### src/rtl/i2c_txn_arbiter.sv
`default_nettype none
// =============================================================================
// Module      : i2c_txn_arbiter
// Description : Two-port round-robin arbiter that expands register read/write
//               requests into START/address/data/STOP commands for an I2C engine.
// Revision    : 1.0 - initial release
// =============================================================================
module i2c_txn_arbiter #(
  parameter int TIMEOUT_CYC = 200000,
  parameter int TO_W        = 18
) (
  input  logic        clk,
  input  logic        rst,
  input  logic        req0,
  input  logic        req1,
  input  logic        rw0,
  input  logic        rw1,
  input  logic [6:0]  saddr0,
  input  logic [6:0]  saddr1,
  input  logic [7:0]  raddr0,
  input  logic [7:0]  raddr1,
  input  logic        nb0,
  input  logic        nb1,
  input  logic [15:0] wdata0,
  input  logic [15:0] wdata1,
  output logic        done0,
  output logic        done1,
  output logic [1:0]  err0,
  output logic [1:0]  err1,
  output logic [15:0] rdata0,
  output logic [15:0] rdata1,
  output logic [2:0]  cmd,
  output logic [7:0]  cmd_byte,
  output logic        cmd_valid,
  input  logic        cmd_ready,
  input  logic        eng_done,
  input  logic        eng_ack,
  input  logic [7:0]  eng_rx,
  output logic [1:0]  grant
);

  typedef enum logic [2:0] {
    ST_IDLE       = 3'd0,
    ST_ARB        = 3'd1,
    ST_ISSUE      = 3'd2,
    ST_WAIT       = 3'd3,
    ST_STEP       = 3'd4,
    ST_STOP_ABORT = 3'd5,
    ST_DONE       = 3'd6
  } state_t;

  typedef enum logic [3:0] {
    SQ_START0  = 4'd0,
    SQ_SADDR_W = 4'd1,
    SQ_RADDR   = 4'd2,
    SQ_WHI     = 4'd3,
    SQ_WLO     = 4'd4,
    SQ_START1  = 4'd5,
    SQ_SADDR_R = 4'd6,
    SQ_RACK    = 4'd7,
    SQ_RNACK   = 4'd8,
    SQ_STOP    = 4'd9
  } step_t;

  localparam logic [2:0] c_cmd_start = 3'd0;
  localparam logic [2:0] c_cmd_write = 3'd1;
  localparam logic [2:0] c_cmd_rack  = 3'd2;
  localparam logic [2:0] c_cmd_rnack = 3'd3;
  localparam logic [2:0] c_cmd_stop  = 3'd4;

  localparam logic [1:0] c_err_ok   = 2'b00;
  localparam logic [1:0] c_err_nack = 2'b01;
  localparam logic [1:0] c_err_to   = 2'b10;

  localparam logic [TO_W-1:0] c_to_last = TO_W'(TIMEOUT_CYC - 1);

  state_t         r_state, w_state_next;
  step_t          r_step, w_step_next, w_step_seq;
  logic [1:0]     r_err, w_err_next;
  logic [TO_W-1:0] r_cnt;
  logic           r_owner;
  logic           r_last_port;
  logic [1:0]     r_grant;
  logic           r_rw;
  logic [6:0]     r_saddr;
  logic [7:0]     r_raddr;
  logic           r_nb;
  logic [15:0]    r_wdata;
  logic           r_ack;
  logic [15:0]    r_rbuf;
  logic [1:0]     r_err0, r_err1;
  logic [15:0]    r_rdata0, r_rdata1;
  logic           w_winner;
  logic [2:0]     w_cmd;
  logic [7:0]     w_cmd_byte;
  logic           w_is_write;

  // Both requesting: the port that did not own the last transaction wins.
  assign w_winner = (req0 && req1) ? ~r_last_port : req1;

  always_comb begin
    w_cmd      = c_cmd_stop;
    w_cmd_byte = 8'h00;
    case (r_step)
      SQ_START0, SQ_START1: w_cmd = c_cmd_start;
      SQ_SADDR_W: begin w_cmd = c_cmd_write; w_cmd_byte = {r_saddr, 1'b0}; end
      SQ_RADDR:   begin w_cmd = c_cmd_write; w_cmd_byte = r_raddr;         end
      SQ_WHI:     begin w_cmd = c_cmd_write; w_cmd_byte = r_wdata[15:8];   end
      SQ_WLO:     begin w_cmd = c_cmd_write; w_cmd_byte = r_wdata[7:0];    end
      SQ_SADDR_R: begin w_cmd = c_cmd_write; w_cmd_byte = {r_saddr, 1'b1}; end
      SQ_RACK:    w_cmd = c_cmd_rack;
      SQ_RNACK:   w_cmd = c_cmd_rnack;
      default:    w_cmd = c_cmd_stop;
    endcase
  end

  assign w_is_write = (w_cmd == c_cmd_write);

  always_comb begin
    w_step_seq = SQ_STOP;
    case (r_step)
      SQ_START0:  w_step_seq = SQ_SADDR_W;
      SQ_SADDR_W: w_step_seq = SQ_RADDR;
      SQ_RADDR:   w_step_seq = r_rw ? SQ_START1 : (r_nb ? SQ_WHI : SQ_WLO);
      SQ_WHI:     w_step_seq = SQ_WLO;
      SQ_WLO:     w_step_seq = SQ_STOP;
      SQ_START1:  w_step_seq = SQ_SADDR_R;
      SQ_SADDR_R: w_step_seq = r_nb ? SQ_RACK : SQ_RNACK;
      SQ_RACK:    w_step_seq = SQ_RNACK;
      SQ_RNACK:   w_step_seq = SQ_STOP;
      default:    w_step_seq = SQ_STOP;
    endcase
  end

  always_comb begin
    w_state_next = r_state;
    w_step_next  = r_step;
    w_err_next   = r_err;
    case (r_state)
      ST_IDLE: if (req0 || req1) w_state_next = ST_ARB;
      ST_ARB: begin
        if (req0 || req1) begin
          w_state_next = ST_ISSUE;
          w_step_next  = SQ_START0;
          w_err_next   = c_err_ok;
        end else begin
          w_state_next = ST_IDLE;
        end
      end
      ST_ISSUE: if (cmd_ready) w_state_next = ST_WAIT;
      ST_WAIT: begin
        if (eng_done) begin
          w_state_next = ST_STEP;
        end else if (r_cnt == c_to_last) begin
          // A stalled STOP ends the transaction outright; keep the first error.
          if (r_err == c_err_ok) w_err_next = c_err_to;
          w_state_next = (r_step == SQ_STOP) ? ST_DONE : ST_STOP_ABORT;
        end
      end
      ST_STEP: begin
        if (r_step == SQ_STOP) begin
          w_state_next = ST_DONE;
        end else if (w_is_write && !r_ack) begin
          w_err_next   = c_err_nack;
          w_state_next = ST_STOP_ABORT;
        end else begin
          w_step_next  = w_step_seq;
          w_state_next = ST_ISSUE;
        end
      end
      ST_STOP_ABORT: begin
        w_step_next  = SQ_STOP;
        w_state_next = ST_ISSUE;
      end
      ST_DONE: w_state_next = ST_IDLE;
      default: w_state_next = ST_IDLE;
    endcase
  end

  always_ff @(posedge clk) begin
    if (rst) begin
      r_state     <= ST_IDLE;
      r_step      <= SQ_START0;
      r_err       <= c_err_ok;
      r_cnt       <= '0;
      r_owner     <= 1'b0;
      r_last_port <= 1'b1;
      r_grant     <= 2'b00;
      r_rw        <= 1'b0;
      r_saddr     <= 7'h00;
      r_raddr     <= 8'h00;
      r_nb        <= 1'b0;
      r_wdata     <= 16'h0000;
      r_ack       <= 1'b0;
      r_rbuf      <= 16'h0000;
      r_err0      <= c_err_ok;
      r_err1      <= c_err_ok;
      r_rdata0    <= 16'h0000;
      r_rdata1    <= 16'h0000;
    end else begin
      r_state <= w_state_next;
      r_step  <= w_step_next;
      r_err   <= w_err_next;

      if (r_state == ST_ARB && (req0 || req1)) begin
        r_owner <= w_winner;
        r_grant <= w_winner ? 2'b10 : 2'b01;
        r_rw    <= w_winner ? rw1    : rw0;
        r_saddr <= w_winner ? saddr1 : saddr0;
        r_raddr <= w_winner ? raddr1 : raddr0;
        r_nb    <= w_winner ? nb1    : nb0;
        r_wdata <= w_winner ? wdata1 : wdata0;
        r_rbuf  <= 16'h0000;
      end

      if (r_state == ST_ISSUE && cmd_ready) begin
        r_cnt <= '0;
      end else if (r_state == ST_WAIT) begin
        r_cnt <= r_cnt + 1'b1;
      end

      if (r_state == ST_WAIT && eng_done) begin
        r_ack <= eng_ack;
        if (r_step == SQ_RACK)  r_rbuf[15:8] <= eng_rx;
        if (r_step == SQ_RNACK) r_rbuf[7:0]  <= eng_rx;
      end

      if (w_state_next == ST_DONE && r_state != ST_DONE) begin
        if (r_owner) begin
          r_err1   <= w_err_next;
          r_rdata1 <= r_rbuf;
        end else begin
          r_err0   <= w_err_next;
          r_rdata0 <= r_rbuf;
        end
      end

      if (r_state == ST_DONE) begin
        r_grant     <= 2'b00;
        r_last_port <= r_owner;
      end
    end
  end

  assign cmd_valid = (r_state == ST_ISSUE);
  assign cmd       = cmd_valid ? w_cmd : 3'd0;
  assign cmd_byte  = cmd_valid ? w_cmd_byte : 8'h00;
  assign done0     = (r_state == ST_DONE) && !r_owner;
  assign done1     = (r_state == ST_DONE) && r_owner;
  assign err0      = r_err0;
  assign err1      = r_err1;
  assign rdata0    = r_rdata0;
  assign rdata1    = r_rdata1;
  assign grant     = r_grant;

endmodule
`default_nettype wire

### config.mk
export PLATFORM = sky130hd
export DESIGN_NAME = i2c_txn_arbiter
export DESIGN_NICKNAME = d
export VERILOG_FILES = /design/src/rtl/i2c_txn_arbiter.sv
export SDC_FILE = /design/constraint.sdc
export NUM_CORES = 1
export LEC_CHECK = 0
export CAP_MARGIN = 10
export CELL_PAD_IN_SITES_DETAIL_PLACEMENT = 1
export CELL_PAD_IN_SITES_GLOBAL_PLACEMENT = 2
export CORE_MARGIN = 4
export CORE_UTILIZATION = 30
export CTS_CLUSTER_DIAMETER = 50
export DETAILED_ROUTE_END_ITERATION = 6
export MAX_ROUTING_LAYER = met4
export PLACE_DENSITY_LB_ADDON = 0.1
export SETUP_SLACK_MARGIN = 0.02
export SYNTH_ARGS = -nofsm -noshare
export SYNTH_HDL_FRONTEND = slang
export SYNTH_SLANG_ARGS = --single-unit
export TNS_END_PERCENT = 30
### constraint.sdc
create_clock -name clk -period 4.8 [get_ports clk]
set_input_delay 1.2 -clock clk [delete_from_list [all_inputs] [get_ports clk]]
set_output_delay 1.2 -clock clk [all_outputs]
set_load 0.1 [all_outputs]
==> results of run 1 <==
[area by class of cell]
type | count | area (um^2)
Clock buffer | 22 | 484
Sequential cell | 117 | 2340
Tap cell | 229 | 287
Fill cell | 2092 | 10500
Inverter | 12 | 45.0
Timing Repair Buffer | 138 | 1330
Multi-Input combinational cell | 448 | 2990
Clock inverter | 9 | 149
[report_power, final]
| part | internal (W) | total (W) | switching, W |
|---|---|---|---|
| registers | 0.00101 | 0.00105 | 0.0000373 |
| clock network | 0.000918 | 0.00136 | 0.000446 |
| logic | 0.000132 | 0.000279 | 0.000147 |
| total | 0.00206 | 0.00269 | 0.000631 |
[final timing paths]
path	startpoint	endpoint	slack (ps)
worst min-delay path	rdata0[13]	rdata0[13]	470
worst min register to register	rdata0[13]	rdata0[13]	470
worst max-delay path	r_step[2]	cmd_byte[1]	740
worst max register to register	r_step[0]	rdata1[8]	1940
[cell usage after synthesis (2+ instances only)]
| cell | n |
|---|---|
| sky130_fd_sc_hd__nand4_1 | 2 |
| sky130_fd_sc_hd__xor2_1 | 2 |
| sky130_fd_sc_hd__clkbuf_1 | 28 |
| sky130_fd_sc_hd__buf_2 | 4 |
| sky130_fd_sc_hd__a211o_1 | 4 |
| sky130_fd_sc_hd__o221a_2 | 2 |
| sky130_fd_sc_hd__a31oi_1 | 3 |
| sky130_fd_sc_hd__nand2b_1 | 53 |
| sky130_fd_sc_hd__xnor2_1 | 13 |
| sky130_fd_sc_hd__nand4b_1 | 2 |
| sky130_fd_sc_hd__a222oi_1 | 7 |
| sky130_fd_sc_hd__o21ai_1 | 3 |
| sky130_fd_sc_hd__a21oi_1 | 32 |
| sky130_fd_sc_hd__nor2_1 | 81 |
| sky130_fd_sc_hd__inv_1 | 11 |
| sky130_fd_sc_hd__a211oi_1 | 35 |
| sky130_fd_sc_hd__buf_1 | 10 |
| sky130_fd_sc_hd__nor4bb_1 | 2 |
| sky130_fd_sc_hd__nand2_1 | 35 |
| sky130_fd_sc_hd__and3_1 | 3 |
| sky130_fd_sc_hd__dfxtp_1 | 117 |
| sky130_fd_sc_hd__or2_2 | 4 |
| sky130_fd_sc_hd__a21o_1 | 2 |
| sky130_fd_sc_hd__nor2b_1 | 5 |
| sky130_fd_sc_hd__nor4_1 | 6 |
| sky130_fd_sc_hd__nor3_1 | 7 |
| sky130_fd_sc_hd__buf_6 | 2 |
| sky130_fd_sc_hd__a22o_1 | 7 |
| sky130_fd_sc_hd__o21a_1 | 3 |
| sky130_fd_sc_hd__mux2i_1 | 70 |
| sky130_fd_sc_hd__o21ai_0 | 8 |
| sky130_fd_sc_hd__or3_1 | 4 |
| sky130_fd_sc_hd__nand3_1 | 26 |
[registers in the layout (all words and copies together), names as in the netlist]
register     cells
r_cnt           18
rdata0          16
err0             2
r_wdata         16
r_last_port      1
r_owner          1
r_ack            1
r_nb             1
r_step           4
r_rw             1
err1             2
rdata1          16
grant            2
r_err            2
r_raddr          8
r_state          3
r_rbuf          16
r_saddr          7
[critical path, cell delays in order (launching register included)]
cell,delay [ps]
sky130_fd_sc_hd__dfxtp_1,780
sky130_fd_sc_hd__nand2_1,150
sky130_fd_sc_hd__or2_2,300
sky130_fd_sc_hd__a21oi_1,520
sky130_fd_sc_hd__a222oi_1,230
sky130_fd_sc_hd__nor2_1,150
sky130_fd_sc_hd__buf_4,320
[routing by layer]
layer | global-route usage [%] | up-vias | part of all wire (%)
li1 | - | 2423 | -
met1 | 22.7 | 2294 | 48
met2 | 26.6 | 109 | 47
met3 | 4.00 | 18 | 3.7
met4 | 5.55 | 0 | 1.3
met5 | - | - | 0
[cell families after synthesis]
| family | Yosys count | share of synthesized area [%] |
|---|---|---|
| compound gates | 119 | 15.5 |
| mux | 72 | 13.1 |
| flops | 117 | 42.2 |
| xor+xnor | 15 | 2.37 |
| simple gates | 241 | 22.3 |
| fa+ha+maj | 1 | 0.225 |
| buf+inv | 57 | 4.28 |
[metrics by stage]
stage                     power, W  setup WS, ps  hold slack (ps)
after floorplan            0.00123           696              431
after global placement     0.00135          1270              458
after detailed placement   0.00135          1200              462
after CTS                  0.00273           752              472
after global routing       0.00280           514              497
final                      0.00269           740              474
[layout by cell type (no fill, tap or decap), drive strengths merged, types with 2 or more instances in the layout]
master,instances
or4,2
nand4,2
nor4,6
clkinv,5
nor4bb,2
and3,3
dfxtp,117
buf,19
a222oi,7
mux2,2
a31oi,4
clkdlybuf4s50,119
a211oi,35
o21ai,11
clkbuf,22
or3b,2
nand4b,2
xor2,2
nor2,81
o221ai,2
a21o,2
a21oi,32
o221a,2
nor2b,5
nand2b,53
xnor2,13
inv,12
nand2,35
mux2i,70
nor3,8
o21a,3
nand3,26
a211o,4
bufinv,4
or3,4
or2,4
a22o,7
==> results.py, run 1 <==
metrics = {
    "floorplanning": {
        "die_area_mm2": 0.0208,
        "floorplan.io_pins": 133,
        "chipHeight_um": 144,
        "initial_utilization_pct": 30.7,
        "rows": 49,
        "die_width_um": 144,
        "fp.coreArea_mm2": 0.0181,
    },
    "logic_synthesis": {
        "ys_ff_latch": 117,
        "syn_inst": 622,
        "synth_async_sr_flop_share_pct": 0,
        "synth_edf_count": 0,
        "total_nets_after_synthesis": 704,
        "syn-cell-area_mm2": 0.00555,
        "synth_area_per_cell_um2": 8.93,
        "yosysTopAreaCell": "sky130_fd_sc_hd__dfxtp_1",
        "synthesis.yosys.warnings": 0,
        "synth_flop_cell": "sky130_fd_sc_hd__dfxtp_1",
        "synth_cell_types": 62,
        "synth.area.top_cells": "sky130_fd_sc_hd__dfxtp_1 (42%), sky130_fd_sc_hd__mux2i_1 (13%), sky130_fd_sc_hd__nand2b_1 (6.0%), sky130_fd_sc_hd__nor2_1 (5.5%), sky130_fd_sc_hd__a211oi_1 (4.7%)",
        "synth_top_area_share_pct": 42.2,
        "synth_sequential_area_ratio_pct": 42.2,
    },
    "setup_path": {
        "cp.required_ps": 3600,
        "crit_path_end_kind": "output pin",
        "crit_path_max_fanout": 23,
        "critical_path_arrival_ps": 2860,
        "r2r_cells": 5,
        "worst-setup-path-type": "reg2out",
        "critPathLaunchType": "flip-flop",
    },
    "place": {
        "dpl_cell_area_mm2": 0.00699,
        "detailed_place_hpwl_mm": 12.7,
        "dp_cells": 944,
        "place_congestion": 0.808,
        "numPortBuffers": 132,
    },
    "clock_network": {
        "clock_transition_at_the_register_clock_pins_on_the_worst_setup_and_hold_paths_after_cts_ps": 50,
        "h-tree-depth": 4,
        "cts-root-buf": "sky130_fd_sc_hd__clkbuf_16",
        "cts-resized-gates": 0,
        "cts_tree": "built",
        "clk_latency_ps": 420,
        "post_cts_hold_buffer_count": 0,
        "cts_buffer_depth": 2,
        "post_cts_buffers": 0,
        "numCtsBuffers": 17,
        "cts.sinks": 117,
    },
    "drt": {
        "drc": 0,
        "wl_per_cell_um": 17.5,
        "drt-total-wl_mm": 17.0,
        "detail_route.iter0.violations": 204,
        "post_drt_via_cell_ratio": 4.97,
        "drt_pass1_iterations": 5,
        "detail-route-antenna-nets": 0,
        "vias": 4844,
    },
    "global_routing": {
        "grt_antenna_before_repair": 0,
        "grt_pass1_wl_mm": 27.4,
        "first_global_vias": 5204,
        "grt_overflow": 0,
        "global_route.usage.total_pct": 17.3,
        "grt_start_max_net_pins": 67,
    },
    "final_layout": {
        "finish.net_count": 816,
        "layout-area-overhead-vs-synth_pct": 37.3,
        "fin_area_mm2": 0.00762,
        "antennaDiodeCount": 0,
        "proportion_of_layout_cells_with_a_drive_suffix_above_1_pct": 9.12,
        "post_layout_nonfiller_instances": 975,
        "final_core_utilization_pct": 42.2,
    },
    "pwr": {
        "power_leakage_nw": 2.69,
        "power.density_cell_area_mw_per_mm2": 353,
        "ir_drop_worst_vdd_uv": 231,
    },
    "sta": {
        "worstMarginPinSlew_ps": 1010,
        "clock.fmax_mhz": 246,
        "fin_tns_setup_ps": 0,
        "finalClockSkew_ps": 10.2,
        "finalMaxSlewViolations": 0,
        "timing.final.hold_violations": 0,
        "layout_min_cycle_time_ps": 4060,
        "grt_setup_unrepaired": "no",
        "maxSlewHeadroom_pct": 32.7,
        "setup_viol": 0,
        "final.period_utilization_pct": 84.6,
    },
    "min_path": {
        "worstHoldPathCells": 2,
        "hold_path_class": "reg2reg",
    },
    "outcome": {
        "outcome": "completed",
    },
    "run": {
        "drv.max_cap_violation_count": 0,
    },
}
Power figures use the tool's default switching activity.
==> run 2, diff against run 1 <==
--- a/config.mk
+++ b/config.mk
@@ -9,7 +9,7 @@
 export CELL_PAD_IN_SITES_DETAIL_PLACEMENT = 1
 export CELL_PAD_IN_SITES_GLOBAL_PLACEMENT = 2
 export CORE_MARGIN = 4
-export CORE_UTILIZATION = 30
+export CORE_UTILIZATION = 27
 export CTS_CLUSTER_DIAMETER = 50
 export DETAILED_ROUTE_END_ITERATION = 6
 export MAX_ROUTING_LAYER = met4
==> constraint.sdc (replaced) <==
create_clock -name clk -period 3.4 [get_ports clk]
set_input_delay 0.85 -clock clk [delete_from_list [all_inputs] [get_ports clk]]
set_output_delay 0.85 -clock clk [all_outputs]
set_load 0.1 [all_outputs]
==> run 2 against run 1 <==
  * Final cell count increased by 5.0%
  * Clock power is 37% higher
  * Via count is 0.91% higher
  * Sequential share of layout area is 0.57 points lower
  * Register-to-register slack worse by 1200 ps
  * First-iteration DRC count shrank 1.5%
  * Final area is 1.9% higher
  * Utilization down 3.8 points
  * Clock-buffer cell count down 3
  * Total power increased by 39%
  * Wire length rose by 1.5%
  * Largest power group unchanged
==> results.py, run 2 (synthesized netlist as in run 1, its figures left out) <==
metrics = {
    "sta": {
        "fin_tns_setup_ps": 0,
        "setup_viol": 0,
        "finalMaxSlewViolations": 0,
        "grt_setup_unrepaired": "no",
        "layout_min_cycle_time_ps": 3140,
        "clock.fmax_mhz": 319,
        "worstMarginPinSlew_ps": 616,
        "timing.final.hold_violations": 0,
        "final.period_utilization_pct": 92.3,
        "maxSlewHeadroom_pct": 58.9,
        "hold_slack_ps": 472,
        "finalClockSkew_ps": 12.3,
    },
    "final_layout": {
        "combined_area_of_the_multi_input_logic_cells_mm2": 0.00300,
        "registers.top_by_ff_count": "r_cnt",
        "finish.net_count": 823,
        "antennaDiodeCount": 0,
        "final_core_utilization_pct": 38.4,
        "post_layout_nonfiller_instances": 1024,
        "register_area_mm2": 0.00234,
        "flip_flop_count_of_the_largest_register_all_copies_and_words_added": 18,
        "proportion_of_layout_cells_with_a_drive_suffix_above_1_pct": 16.2,
        "final_cell_mix": "sky130_fd_sc_hd__dfxtp_1 (117), sky130_fd_sc_hd__clkdlybuf4s50_1 (79), sky130_fd_sc_hd__nor2_1 (78), sky130_fd_sc_hd__mux2i_1 (70), sky130_fd_sc_hd__buf_4 (54)",
        "layout_commonest_cell": "sky130_fd_sc_hd__dfxtp_1",
        "fillers": 2341,
        "layout-area-overhead-vs-synth_pct": 39.9,
    },
    "pwr": {
        "ir_drop_worst_vdd_uv": 238,
        "power.density_cell_area_mw_per_mm2": 483,
        "total_chip_power_w": 0.00376,
        "power_leakage_nw": 2.81,
    },
    "drt": {
        "post_drt_via_cell_ratio": 4.77,
        "drt_pass1_iterations": 5,
        "detail-route-antenna-nets": 0,
        "vias": 4888,
        "drc": 0,
        "wl_per_cell_um": 16.9,
        "drt-total-wl_mm": 17.3,
        "detail_route.iter0.violations": 201,
    },
    "place": {
        "numPortBuffers": 132,
        "place_congestion": 0.757,
        "detailed_place_hpwl_mm": 12.8,
        "dp_cells": 992,
    },
    "setup_path": {
        "crit_path_end_kind": "output pin",
        "regToRegSetupSlack_ps": 710,
        "cp.required_ps": 2550,
        "crit_path_max_fanout": 15,
        "critical_path.reg2reg.startpoint": "r_step[0]",
        "worst-setup-path-type": "reg2out",
        "critPathLaunchType": "flip-flop",
        "critical_path_arrival_ps": 2290,
        "r2r_cells": 5,
        "r2r-end": "rdata1[8]",
    },
    "clock_network": {
        "post_cts_hold_buffer_count": 0,
        "clk_latency_ps": 420,
        "cts-root-buf": "sky130_fd_sc_hd__clkbuf_16",
        "cts.sinks": 117,
        "clock_transition_at_the_register_clock_pins_on_the_worst_setup_and_hold_paths_after_cts_ps": 60,
        "cts_tree": "built",
        "numCtsBuffers": 17,
        "h-tree-depth": 4,
        "cts_buffer_depth": 2,
    },
    "floorplanning": {
        "fp.coreArea_mm2": 0.0202,
        "rows": 52,
        "initial_utilization_pct": 27.4,
        "die_area_mm2": 0.0229,
        "floorplan.io_pins": 133,
        "chipHeight_um": 151,
        "die_width_um": 151,
    },
    "min_path": {
        "min_from": "r_rbuf[9]",
        "worstHoldPathCells": 2,
        "hold_path_class": "reg2reg",
        "holdPathEnd": "r_rbuf[9]",
    },
    "global_routing": {
        "grt.met3_usage_pct": 3.62,
        "grt_start_max_net_pins": 63,
        "grt_overflow": 0,
        "first_global_vias": 5216,
        "busiest_grt_layer": "met2",
        "grtUsageMet1_pct": 21.2,
        "grt_antenna_before_repair": 0,
        "globalRouteMet2Util_pct": 24.4,
        "global_route.usage.total_pct": 15.9,
        "grt_pass1_wl_mm": 27.8,
    },
    "outcome": {
        "outcome": "completed",
    },
    "run": {
        "drv.max_cap_violation_count": 0,
    },
}
==> run 2: cell count changes in the layout (fill, tap and decap cells not counted), moves of 4 or more <==
cell | previous run | this run
sky130_fd_sc_hd__clkdlybuf4s50_1 | 119 | 79
sky130_fd_sc_hd__clkinv_4 | 1 | 5
sky130_fd_sc_hd__buf_4 | 18 | 54
sky130_fd_sc_hd__buf_12 | 0 | 11
sky130_fd_sc_hd__clkinv_2 | 4 | 0
==> run 2: critical path: stages, from the launching register on <==
cell                      delay [ps]
sky130_fd_sc_hd__dfxtp_1         620
sky130_fd_sc_hd__or4b_2          670
sky130_fd_sc_hd__a21oi_1         360
sky130_fd_sc_hd__buf_12          230
==> run 2: worst max-delay path by stage <==
stage	start	end	slack, ps	cells past startpoint
5_1_grt	r_step[3]	cmd[1]	140	3
3_5_place_dp	req0	rdata1[6]	370	5
4_1_cts	r_state[2]	cmd_byte[6]	90	5
2_1_floorplan	r_step[0]	cmd_byte[3]	-350	5
3_3_place_gp	req0	rdata1[7]	450	5
6_report	r_step[3]	cmd[1]	260	3
==> run 2: cell type report <==
type / count / area share (%)
Timing Repair Buffer: 145 / 18.3
Clock inverter: 13 / 2.24
Sequential cell: 117 / 30.2
Multi-Input combinational cell: 448 / 38.7
Inverter: 12 / 0.580
Clock buffer: 19 / 5.70
Tap cell: 270 / 4.35
==> run 2: routing by layer <==
metal	wire length (um)	share of wire, %
met5	0	0
met2	8030	46
met1	8450	49
met3	676	3.9
met4	131	0.76
==> run 2: repair_timing <==
action                     CTS  global route
buffers inserted             0             0
resized for setup            0             4
setup endpoints to repair    0             6
==> run 2: through the flow <==
step	worst slack, ps	instance area (um^2)
4_1_cts	88.0	7750
2_1_floorplan	-354	5560
5_1_grt	143	7770
3_3_place_gp	454	7140
6_report	261	7770
3_5_place_dp	371	7140
==> run 2: power by group <==
group	total, W	switching [W]	internal (W)
Combinational	0.000420	0.000226	0.000195
Clock	0.00187	0.000685	0.00118
Sequential	0.00147	0.0000391	0.00143
Total	0.00376	0.000950	0.00281
==> run 3, diff against run 2 <==
--- a/config.mk
+++ b/config.mk
@@ -10,11 +10,13 @@
 export CELL_PAD_IN_SITES_GLOBAL_PLACEMENT = 2
 export CORE_MARGIN = 4
 export CORE_UTILIZATION = 27
-export CTS_CLUSTER_DIAMETER = 50
+export CTS_CLUSTER_DIAMETER = 30
 export DETAILED_ROUTE_END_ITERATION = 6
+export GPL_ROUTABILITY_DRIVEN = 1
 export MAX_ROUTING_LAYER = met4
 export PLACE_DENSITY_LB_ADDON = 0.1
 export SETUP_SLACK_MARGIN = 0.02
+export SLEW_MARGIN = 20
 export SYNTH_ARGS = -nofsm -noshare
 export SYNTH_HDL_FRONTEND = slang
 export SYNTH_SLANG_ARGS = --single-unit
==> results of run 3 <==
Same layout as run 2: the final DEF is identical, and so are final timing and power.
==> variant 1 (config.mk and constraints of run 3) <==
Register the output `err1` once more, without a reset; this adds one clock of latency there. The other outputs are not delayed to match.
--- a/src/rtl/i2c_txn_arbiter.sv
+++ b/src/rtl/i2c_txn_arbiter.sv
@@ -249,5 +249,7 @@
   assign done1     = (r_state == ST_DONE) && r_owner;
   assign err0      = r_err0;
-  assign err1      = r_err1;
+  always_ff @(posedge clk) begin
+    err1 <= r_err1;
+  end
   assign rdata0    = r_rdata0;
   assign rdata1    = r_rdata1;
Formal check against the unedited RTL: no difference found for any inputs over 10 cycles, from zero or initial values and one cycle with rst high; that may be too few to reach the edited logic, so the function may still have changed.
==> variant 1 against run 3 <==
  * Setup slack better by 0.073 ns
  * Hold slack worse by 0.13 ns
  * Sequential cell count up 2
  * First-iteration DRC count down 10%
  * Cell area up 0.21%
  * Routed wire length down 1.4%
  * Register-to-register slack worse by 0.13 ns
  * Largest power group unchanged
  * Combinational power down 6.7%
  * Core utilization up 0.080 points
  * Critical path depth up 4
  * Synthesized area about the same
  * Power down 4.5%
==> variant 1: results (changes against run 3) <==
critical_path:
  cp_slowest_stage_delay_ns: 0.36  # -0.31 ns
  r2r_end: "rdata1[4]$_SDFFE_PP0P_"
  crit_end: "cmd_byte[2]"
  crit_start: "r_step[0]$_SDFFE_PP0P_"
  rr_startpoint: "r_cnt[13]$_SDFFE_PP0P_"
  cp_max_fo: 10  # -5
  reg2reg_slack_ns: 0.58  # -0.13 ns
global_routing:
  grt_max_degree: 69  # +9.5%
  grt_first_pass_wirelength_mm: 27.2  # -2.1%
  grt_use_total: 0.157  # -0.00167
  grt_pass1_vias: 5255  # +0.75%
  grt_antenna_before_repair: 1  # +1
logic_synthesis:
  synthesis.nets: 698  # -0.85%
  synth_area_leaders: "dfxtp_1, mux2i_1, nand2b_1, nor2_1, a211oi_1"
  ys_types: 59  # -4.8%
worst_hold_path:
  hold_start: "r_err1[1]$_SDFFE_PP0P_"
routing:
  first_pass_iters: 4  # -1
  first_iter_violations: 181  # -10%
  vias: 4905  # +0.35%
pwr:
  intPower_mw: 2.67  # -4.6%
  p_leak_nw: 2.83  # +0.71%
place:
  hpwl_mm: 12.8  # about the same
finish:
  drive_gt1_frac: 0.174  # +0.0122
  nets: 822  # -0.12%
timing:
  slew_headroom: 0.406  # -0.184
status:
  status: "complete, no violations"
variant 1: changes by cell type after synthesis, sizes merged, moves of 3 or more:
cell          run 3  this run
nand3            26        22
buf              17        14
nor3              8        12
a21oi            32        28
nor4              6         2
and3              3         0
variant 1: timing repair:
item                       4_1_cts  5_1_grt
setup endpoints to repair        0        7
hold endpoints to repair         0        0
setup buffers                    0        0
gates resized for setup          0        2
variant 1: how the worst min path moves through the flow:
stage,to,slack [ns],cells past startpoint
after CTS,err1[1]$_DFF_P_,0.35,0
final,err1[1]$_DFF_P_,0.34,0
after floorplan,err1[1]$_DFF_P_,0.32,0
after global placement,err1[1]$_DFF_P_,0.34,0
after detailed placement,err1[1]$_DFF_P_,0.33,0
after global routing,err1[1]$_DFF_P_,0.36,0
variant 1: cell type report:
cell class              count  area [um^2]
inverters                  11         41.3
clock buffers              19          453
well taps                 270          338
repair buffers            148         1460
flip-flops and latches    119         2380
clock inverters            13          105
multi-input cells         443         3000
fillers                  2305        12500
diodes                      1         2.50
variant 1: logic make-up (layout without fill, tap and decap cells):
kind of cell             after synthesis  in the layout  share of synthesized area
AND/OR/NAND/NOR                      241            241                      0.221
AO/OA/AOI/OAI                        115            115                      0.155
XOR/XNOR                              15             15                     0.0237
buffers and inverters                 54            191                     0.0408
flip-flops                           119            119                      0.429
multiplexers                          71             71                      0.128
other                                  0              1                          0
adder cells (fa/ha/maj)                1              1                    0.00225
variant 1: power by group through the flow:
stage / logic (mW) / clock network, mW / registers [mW]
final: 0.392 / 1.69 / 1.50
after global routing: 0.432 / 1.82 / 1.51
after CTS: 0.399 / 1.74 / 1.50
after detailed placement: 0.399 / 0 / 1.53
after global placement: 0.392 / 0 / 1.53
after floorplan: 0.221 / 0 / 1.52
variant 1: through the flow:
stage	hold WS, ns	setup WS [ns]	area [um^2]	std cells	utilization
floorplan	0.324	-0.181	5600	616	-
global placement	0.336	0.348	7220	991	0.357
detailed placement	0.331	0.261	7220	991	0.357
CTS	0.347	0.0513	7780	1023	0.384
global route	0.361	0.181	7780	1024	0.385
finish	0.344	0.334	7780	1024	0.385
variant 1: metal layers:
layer  vias up  track usage  share of wire
met5         -            -              0
met4         0       0.0494          0.014
met3        22       0.0437          0.044
met2        96        0.244           0.47
met1      2347        0.199           0.47
li1       2440            -              -
==> variant 2 (config.mk and constraints of run 3) <==
Without the edit above. `TO_W`: 18 -> 20.
--- a/src/rtl/i2c_txn_arbiter.sv
+++ b/src/rtl/i2c_txn_arbiter.sv
@@ -8,5 +8,5 @@
 module i2c_txn_arbiter #(
   parameter int TIMEOUT_CYC = 200000,
-  parameter int TO_W        = 18
+  parameter int TO_W        = 20
 ) (
   input  logic        clk,
Formal check against the unedited RTL: no difference found for any inputs over 10 cycles, from zero or initial values and one cycle with rst high; that may be too few to reach the edited logic, so the function may still have changed.
==> variant 2 against run 3 <==
  * Setup slack worse by 0.024 ns
  * Power is 3.4% higher
  * Synthesized area is 2.4% higher
  * Via count is 2.3% higher
  * Sequential cell count is 2 higher
  * Cell area is 4.0% higher
  * Core utilization is 1.0 points higher
  * Routed wire length is 2.2% higher
  * Sequential share of layout area is 0.64 points lower
  * Synthesized cell count is 1.1% higher
  * Largest power group unchanged
==> variant 2: results (changes against run 3) <==
status:
  status: "complete, no violations"
timing:
  worst_pin_slew_ns: 0.758  # +0.142 ns
  fin_skew_ns: 0.0192  # +0.00681 ns
routing:
  first_iter_violations: 180  # -10%
  vias: 5002  # +2.3%
  wl_per_cell_um: 17.0  # +0.94%
place:
  place_congestion: 0.753  # -0.59%
  placed_cell_area_um2: 7420  # +3.9%
  port_buffers: 132  # unchanged
finish:
  nets: 836  # +1.6%
  nFillCells: 2339  # -0.085%
  largest_reg_flops: 20  # +2
global_routing:
  grt_first_pass_wirelength_mm: 29.0  # +4.3%
  grt_pass1_vias: 5407  # +3.7%
  grt_use_total: 0.157  # -0.00160
cts:
  cts_resized: 1  # +1
critical_path:
  cp_slowest_stage_delay_ns: 0.58  # -0.09 ns
  rr_worst_depth: 6  # +1
  r2r_end: "rdata0[14]$_SDFFE_PP0P_"
  cp_max_fo: 13  # -2
  critPathArrivalTime_ns: 2.31  # +0.02 ns
  cp_top_family: "flip-flops"
  crit_end: "cmd_byte[6]"
  slowest_stage: "dfxtp_1"
worst_hold_path:
  hold_start: "r_rbuf[5]$_SDFF_PP0_"
  hold-path-endpoint: "r_rbuf[5]$_SDFF_PP0_"
logic_synthesis:
  yosys-top-cells-count: "dfxtp_1, nor2_1, mux2i_1"
  synth_area_leaders: "dfxtp_1, mux2i_1, nand2b_1, nor2_1, a211oi_1"
  synth.yosys.seq_area_share: 0.419  # -0.00280
  synthesis.nets: 711  # +0.99%
  ys_types: 64  # +3.2%
pwr:
  ir_drop_mv: 0.238  # +0.13%
  intPower_mw: 2.85  # +1.7%
[variant 2: changes by cell type after synthesis, sizes merged, moves of 5 or more]
cell	before	now
a22o	7	1
and2	0	5
buf	17	7
clkbuf	28	38
inv	12	7
mux2	2	11
mux2i	70	65
nand4	2	7
nor2	81	75
nor2b	5	10
xor2	2	7
[variant 2: per-stage QoR]
step,hold WS [ns],cells
4_1_cts,0.474,1036
2_1_floorplan,0.431,629
5_1_grt,0.493,1037
3_3_place_gp,0.460,1004
6_report,0.473,1037
3_5_place_dp,0.466,1004
[variant 2: per-layer routing]
metal | up-vias | routed length [um] | GRT usage
met5 | - | 0 | -
met4 | 0 | 194 | 0.0462
met3 | 17 | 781 | 0.0418
met2 | 95 | 8500 | 0.252
met1 | 2404 | 8200 | 0.194
li1 | 2486 | - | -
[variant 2: power groups by stage]
stage	clock, mW	combinational [mW]	sequential [mW]
floorplan	0	0.252	1.52
global placement	0	0.442	1.52
detailed placement	0	0.453	1.52
CTS	1.99	0.453	1.49
global route	2.05	0.497	1.50
finish	1.94	0.450	1.49
[variant 2: cells by family after synthesis]
| group | Yosys count | synth area share |
|---|---|---|
| buffers and inverters | 52 | 0.0379 |
| and+or+nand+nor | 248 | 0.226 |
| muxes | 76 | 0.136 |
| DFF | 119 | 0.419 |
| xor gates and xnor gates | 18 | 0.0277 |
| adders and majority gates | 1 | 0.00220 |
| AOI/OAI and AO/OA | 115 | 0.151 |
[variant 2: layout make-up]
type                    count  area share
repair buffers            151       0.188
well taps                 270      0.0418
inverters                   7     0.00325
clock inverters            15      0.0254
multi-input cells         458       0.394
clock buffers              17      0.0527
flip-flops and latches    119       0.295
